<file path="src/rtl/ovl_fire_arb_pkg.sv">
// Shared types and helpers for the OVL fire arbiter.
// Holds the arbiter state type, source limit and saturating-count step.
package ovl_fire_arb_pkg;

  typedef enum logic {IDLE, HOLD} arb_state_t;

  localparam int MAX_SRC = 16;

  function automatic logic sat_step(
    input logic fire,
    input logic full
  );
    return fire & ~full;
  endfunction

endpackage

</file>
<file path="src/rtl/ovl_rr_pick.sv">
// Combinational round-robin picker: first requester
// strictly after the last grant, wrapping modulo NUM_SRC.
module ovl_rr_pick
  import ovl_fire_arb_pkg::*;
#(
  parameter int NUM_SRC = 4,
  localparam int SRC_W = $clog2(NUM_SRC)
) (
  input  logic [NUM_SRC-1:0] req,
  input  logic [SRC_W-1:0]   last,
  output logic [SRC_W-1:0]   gnt_idx,
  output logic               any
);

  int idx;
  logic [SRC_W-1:0] idx_w;

  // Walk offsets high to low so the nearest requester wins.
  always_comb begin
    gnt_idx = '0;
    any     = |req;
    idx     = 0;
    idx_w   = '0;
    for (int k = NUM_SRC; k >= 1; k--) begin
      idx   = (int'(last) + k) % NUM_SRC;
      idx_w = SRC_W'(idx);
      if (req[idx_w]) gnt_idx = idx_w;
    end
  end

endmodule

</file>
<file path="src/rtl/ovl_fire_arbiter.sv">
// Serialises OVL checker fire pulses onto one valid/ready
// report channel with per-source pending counters.
module ovl_fire_arbiter
  import ovl_fire_arb_pkg::*;
#(
  parameter int NUM_SRC = 4,
  parameter int CNT_W   = 8,
  localparam int SRC_W  = $clog2(NUM_SRC)
) (
  input  logic               clock,
  input  logic               reset,
  input  logic               enable,
  input  logic [NUM_SRC-1:0] fire_in,
  output logic               rpt_valid,
  input  logic               rpt_ready,
  output logic [SRC_W-1:0]   rpt_src,
  output logic [CNT_W-1:0]   rpt_count,
  output logic               rpt_ovf,
  output logic               busy
);

  if (NUM_SRC < 2 || NUM_SRC > MAX_SRC) begin : g_bad_cfg
    $error("ovl_fire_arbiter: NUM_SRC out of range");
  end

  arb_state_t       state_q, state_d;
  logic [CNT_W-1:0] cnt_q [NUM_SRC];
  logic [CNT_W-1:0] cnt_d [NUM_SRC];
  logic [NUM_SRC-1:0] ovf_q, ovf_d;
  logic [SRC_W-1:0] last_q, last_d;
  logic [SRC_W-1:0] src_q, src_d;
  logic [CNT_W-1:0] count_q, count_d;
  logic             rovf_q, rovf_d;

  logic [NUM_SRC-1:0] pend;
  logic [NUM_SRC-1:0] fire;
  logic [SRC_W-1:0]   gnt;
  logic               any;
  logic               load;

  always_comb begin
    fire = fire_in & {NUM_SRC{enable}};
    for (int i = 0; i < NUM_SRC; i++) pend[i] = |cnt_q[i];
  end

  ovl_rr_pick #(.NUM_SRC(NUM_SRC)) u_pick (
    .req     (pend),
    .last    (last_q),
    .gnt_idx (gnt),
    .any     (any)
  );

  // In HOLD the report is always valid, so ready alone is the handshake.
  assign load = any & ((state_q == IDLE) | rpt_ready);

  always_comb begin
    state_d = state_q;
    last_d  = last_q;
    src_d   = src_q;
    count_d = count_q;
    rovf_d  = rovf_q;
    ovf_d   = ovf_q;
    for (int i = 0; i < NUM_SRC; i++) cnt_d[i] = cnt_q[i];

    for (int i = 0; i < NUM_SRC; i++) begin
      if (load && gnt == SRC_W'(i)) begin
        cnt_d[i] = {{(CNT_W-1){1'b0}}, fire[i]};
        ovf_d[i] = 1'b0;
      end else begin
        if (sat_step(fire[i], &cnt_q[i]))
          cnt_d[i] = cnt_q[i] + 1'b1;
        if (fire[i] && &cnt_q[i])
          ovf_d[i] = 1'b1;
      end
    end

    if (load) begin
      state_d = HOLD;
      last_d  = gnt;
      src_d   = gnt;
      count_d = cnt_q[gnt];
      rovf_d  = ovf_q[gnt];
    end else if (state_q == HOLD && rpt_ready) begin
      state_d = IDLE;
    end
  end

  always_ff @(posedge clock) begin
    if (!reset) begin
      state_q <= IDLE;
      last_q  <= SRC_W'(NUM_SRC - 1);
      src_q   <= '0;
      count_q <= '0;
      rovf_q  <= 1'b0;
      ovf_q   <= '0;
      for (int i = 0; i < NUM_SRC; i++) cnt_q[i] <= '0;
    end else begin
      state_q <= state_d;
      last_q  <= last_d;
      src_q   <= src_d;
      count_q <= count_d;
      rovf_q  <= rovf_d;
      ovf_q   <= ovf_d;
      for (int i = 0; i < NUM_SRC; i++) cnt_q[i] <= cnt_d[i];
    end
  end

  assign rpt_valid = (state_q == HOLD);
  assign rpt_src   = src_q;
  assign rpt_count = count_q;
  assign rpt_ovf   = rovf_q;
  assign busy      = (|pend) | rpt_valid;

endmodule

</file>
<file path="config.mk">
export PLATFORM = sky130hd
export DESIGN_NAME = ovl_fire_arbiter
export DESIGN_NICKNAME = d
export VERILOG_FILES = /design/src/rtl/ovl_fire_arb_pkg.sv /design/src/rtl/ovl_rr_pick.sv /design/src/rtl/ovl_fire_arbiter.sv
export SDC_FILE = /design/constraint.sdc
export NUM_CORES = 1
export LEC_CHECK = 0
export ABC_AREA = 1
export CORE_UTILIZATION = 55
export CTS_BUF_LIST = sky130_fd_sc_hd__clkbuf_16
export DETAILED_ROUTE_END_ITERATION = 7
export GPL_ROUTABILITY_DRIVEN = 0
export GPL_TIMING_DRIVEN = 0
export PLACE_DENSITY = 0.81
export SLEW_MARGIN = 20
export SYNTH_ARGS = -nofsm -noshare
export SYNTH_HDL_FRONTEND = slang
export SYNTH_SLANG_ARGS = --single-unit
</file>
<file path="constraint.sdc">
create_clock -name clock -period 4.35 [get_ports clock]
set_clock_uncertainty 0.05 [all_clocks]
set_input_delay 0.435 -clock clock [delete_from_list [all_inputs] [get_ports clock]]
set_output_delay 0.435 -clock clock [all_outputs]
set_load 0.02 [all_outputs]
</file>
Word level (Yosys, flattened, before mapping). Memories as Yosys holds them, arrays and structs flattened. A register that Yosys moved wholly into a read port is not among the register bits. Cells that the tools add are included. Widths: inputs -> output; s select.

Output and inout bits: 13. Memories: 1. Register bits: 10. Memory bits (writable): 32. Logic and storage cells: 98. Bits of input ports: 8.

Memory list: cnt_q (words 4, bits a word 8, rd ports 5, clocked after memory_dff 1, wr ports 4, RTL line ovl_fire_arbiter.sv:27) `logic [CNT_W-1:0] cnt_q [NUM_SRC];`.

Bitwise operators: 18. Eq/ne operators: 3. Reductions and logical operators: 25. Magnitude comparators: 5. Muxes and demuxes: 30. Add/sub/neg operators: 8.

Operator list (count): $mux 8 (12); $add 8x1->8 const B (4); $reduce_and 8->1 (4); $reduce_or 32->1 (1); $reduce_or 8->1 (4); $lt 2x3->1 const B (5); $bmux 1 s2 (5); $logic_and 1x1->1 (9); $mux 1 (9); $mux 2 (4); $reduce_or 2->1 (4); $not 1->1 (6); $or 1x1->1 (6); $and 1x1->1 (5); $add 2x1->2 const B (2); $add 2x2->2 const B (2); $and 4x4->4 (1); $eq 2x2->1 const B (2); $eq 2x1->1 const B (1); $logic_not 2->1 (1); $reduce_bool 2->1 (1); $logic_not 1->1 (1).

Depth between registers and ports, before layout.
Depth in word-level cells: 11. Mapped depth: 18.

Modules after synthesis. A second synthesis with hierarchy kept.

Cell total of the unflattened synthesis: 483. Area total of the unflattened synthesis: 3273.1 µm².

Modules (own cells, without submodules): ovl_fire_arbiter (cells each 432, sequential area each 1001.0 µm², times used 1, area each 3006.6 µm²); ovl_rr_pick (cells each 51, sequential area each 0.0 µm², times used 1, area each 266.5 µm²).

Worst setup path before layout. OpenSTA, ideal clock, no wires.

Path kind: reg2reg. From: memory cnt_q[3][0]. To: register count_q[2], in the netlist rpt_count[2] (read register of cnt_q). Path slack: 2.468 ns. Data arrival time: 1.723 ns. Stages on the path, launching flop included: 16. Required time: 4.191 ns. Cells stage by stage: dfxtp_1 -> inv_1 -> ha_1 -> nor3b_2 -> nand3_1 -> nand3_1 -> nand2_2 -> nand2_4 -> nand2_4 -> nand2_4 -> buf_2 -> nand3_1 -> nand3_1 -> nand3_1 -> nand2_1 -> inv_1.

RTL lines: start, declared (RTL line ovl_fire_arbiter.sv:27); end, declared (RTL line ovl_fire_arbiter.sv:32) `logic [CNT_W-1:0] count_q, count_d;`.

==> out/metrics.yaml <==
status: "finished clean"
timing.hold.ws_ns: 0.408
cts_resized: 0
synth_seq_area_share_pct: 33.8
ir_drop_uv: 381
fp.coreArea_um2: 5140
crit_family: "simple AND/OR/NAND/NOR gates"
drcViolationCount: 0
nets: 489
cp.required_ns: 3.87
dieWidth_um: 75.4
power.leakage_nw: 1.49
antenna_found_initial: 0
vias: 2880
max_slew_margin_pct: 65.1
crit_path_start: "cnt_q[1][1]$_SDFFE_PP0P_"
finalWirelength_mm: 7.22
yosys-top-cells-area: "dfxtp_1 (34%), nand2_1 (12%), nand3_1 (9.6%)"
syn2layout_area_growth_pct: 13.8
avgRoutedWirePerCell_um: 13.3
grt_max_degree: 14
slowest_delay_ns: 0.54
ant_nets: 0
multiInputGateArea_um2: 1660
grt_pass1_vias: 2548
ys_ff_latch: 50
path_class: "reg2out"
syn_inst: 447
insertion_delay_ns: 0.29
drtIter0Drc: 219
yosys_warnings: 0
max_freq_ghz: 0.382
antenna_cells: 0
period_share_pct: 60.2
crit_fanout: 4
postCtsHoldBufs: 0
hold_path_class: "reg2reg"
p_per_area_nw_per_um2: 708
worstHoldStart: "ovf_q[2]$_SDFFE_PP0P_"
clock_path_buffers: 2
maxCapViolations: 0
cp-start-kind: "flop"
worstReg2RegStart: "cnt_q[1][1]$_SDFFE_PP0P_"
cts.sinks: 50
setup_viol: 0
cp_num_buf_inv: 2
grt_usage_pct: 27.0
cp-end-kind: "output pin"
root_buffer: "clkbuf_16"
avgViaCountPerCell: 5.30
synth_top_cell_by_area: "dfxtp_1"
cts_setup_buffers: 0
cp_slowest_cell: "clkdlybuf4s50_1"
crit_chain: "inv_1, ha_1, nand3_1, nor2_1, nand3_1, nor2_1, nand2_1, clkdlybuf4s50_1"
finalMaxSlewViolations: 0
io_buffer_count: 19
yosys.area.top_type_share_pct: 33.8
htreeDepth: 2
drive_above_1_share_pct: 9.94
place_hpwl_mm: 5.49
synth_nets: 463
seq_area_um2: 1000
tightestPinTransition_ns: 0.524
ys_types: 33
setup_tns_ns: 0
num-fill-cells: 482
period_needed_ns: 2.62
rows: 26
cts_buffers: 5
firstDrtPassIters: 5
die_h_um: 75.4
rsz0062_at_grt: "no"
overflow: 0
cts_tree: "built"
die_area_um2: 5690
final_hold_viol_count: 0
synth.avg_cell_area_um2: 6.63
synthesis.area_um2: 2970
pin_count: 21
start_util_pct: 57.7
clk_pin_slew_ns: 0.06
grt_first_pass_wirelength_mm: 11.5
arrival_ns: 2.13
-- path summary, 6_finish.rpt --
path         cells past startpoint  slack (ns)                        end
max                              8        1.73                       busy
min                              2        0.41      ovf_q[2]$_SDFFE_PP0P_
max reg2reg                     16        2.05  rpt_count[2]$_SDFFE_PN0P_
min reg2reg                      2        0.41      ovf_q[2]$_SDFFE_PP0P_
-- worst reg2reg max path, delay by kind of cell, from the launching register on --
kind | cells | cell delay [ns]
and+or+nand+nor | 11 | 1.26
buffers and inverters | 4 | 0.40
DFF | 1 | 0.34
adders and majority gates | 1 | 0.17
-- layout by cell type, fill, tap and decap left out --
cell and n:
clkbuf_16 5, nor3b_2 2, nand3_4 1, nand2_4 5
nand4_1 3, o21bai_1 1, clkbuf_1 2, nand2_1 95
nand3_2 3, buf_2 4, o21a_1 1, nor2_1 67
a21oi_1 18, a22oi_1 1, nand3b_1 1, o21ai_0 10
clkdlybuf4s50_1 19, nor2_2 3, dfxtp_1 50, a31oi_1 1
buf_6 3, xor2_1 13, ha_1 8, nand3_1 57
inv_1 53, o21ai_1 2, xnor2_1 4, nor3_1 12
nor3b_1 2, nor4_1 3, nand2_2 5, o211ai_2 1
a211oi_1 1, inv_2 15, o211ai_1 2
-- report_power, final --
group / total (mW) / leakage, nW / switching (mW) / internal [mW]
Clock: 0.367 / 0.0723 / 0.161 / 0.206
Combinational: 1.46 / 1.01 / 0.943 / 0.513
Sequential: 0.566 / 0.406 / 0.0428 / 0.523
Total: 2.39 / 1.49 / 1.15 / 1.24
-- cell usage after synthesis --
cell      instances
nor3b_1           2
nor2_1           67
nand2_1          95
nor3_1           12
nand3_2           3
o21ai_0          10
nand2_2           5
clkbuf_1          2
dfxtp_1          50
ha_1              8
o211ai_1          2
nand2_4           5
nand4_1           3
buf_2             4
a22oi_1           1
xor2_1           13
nor3b_2           2
o21a_1            1
xnor2_1           4
nor2_2            3
nand3_4           1
buf_6             3
o21ai_1           2
nor4_1            3
o211ai_2          1
a21oi_1          18
inv_1            51
a211oi_1          1
a31oi_1           1
inv_2            15
o21bai_1          1
nand3b_1          1
nand3_1          57
-- cell type report --
| class | instances | share of cell area, % |
|---|---|---|
| plain buffers | 9 | 1.82 |
| flip-flops and latches | 50 | 29.7 |
| inverters | 66 | 7.34 |
| clock inverters | 2 | 0.222 |
| multi-input cells | 322 | 49.0 |
| clock buffers | 5 | 3.71 |
| well taps | 70 | 2.59 |
| repair buffers | 19 | 5.63 |
-- state kept, by name, indices dropped and copies added (netlist names) --
register / cells
rpt_src: 2
rpt_ovf: 1
ovf_q: 4
rpt_count: 8
cnt_q: 32
rpt_valid: 1
last_q: 2
-- per-layer routing --
layer  part of all wire, %  wire, um  vias up  global-route usage, %
met4                   2.9       209        0                   10.3
met5                     0         0        -                      0
met3                   6.4       465       16                   4.89
met1                    45      3270     1305                   35.7
li1                      -         -     1462                      -
met2                    45      3280       97                   44.0
-- stage by stage --
step           power, mW  cell area (um^2)  std cells  setup WS [ns]  util, %
6_report            2.39              3380        543           1.73     65.7
5_1_grt             2.55              3380        543           1.59     65.7
4_1_cts             2.37              3380        543           1.71     65.7
3_5_place_dp        1.99              3240        536           1.85     63.1
3_3_place_gp        1.97              3240        536           1.88     63.1
2_1_floorplan       1.65              2970        447           2.47        -
-- kinds of logic after synthesis --
group / synth area share, %
buffers and inverters: 10.4
AND/OR/NAND/NOR: 40.2
flip-flops: 33.8
XOR/XNOR: 5.02
AO/OA/AOI/OAI: 7.22
adder cells (fa/ha/maj): 3.38
No activity file was read; power rests on OpenSTA's default activity.
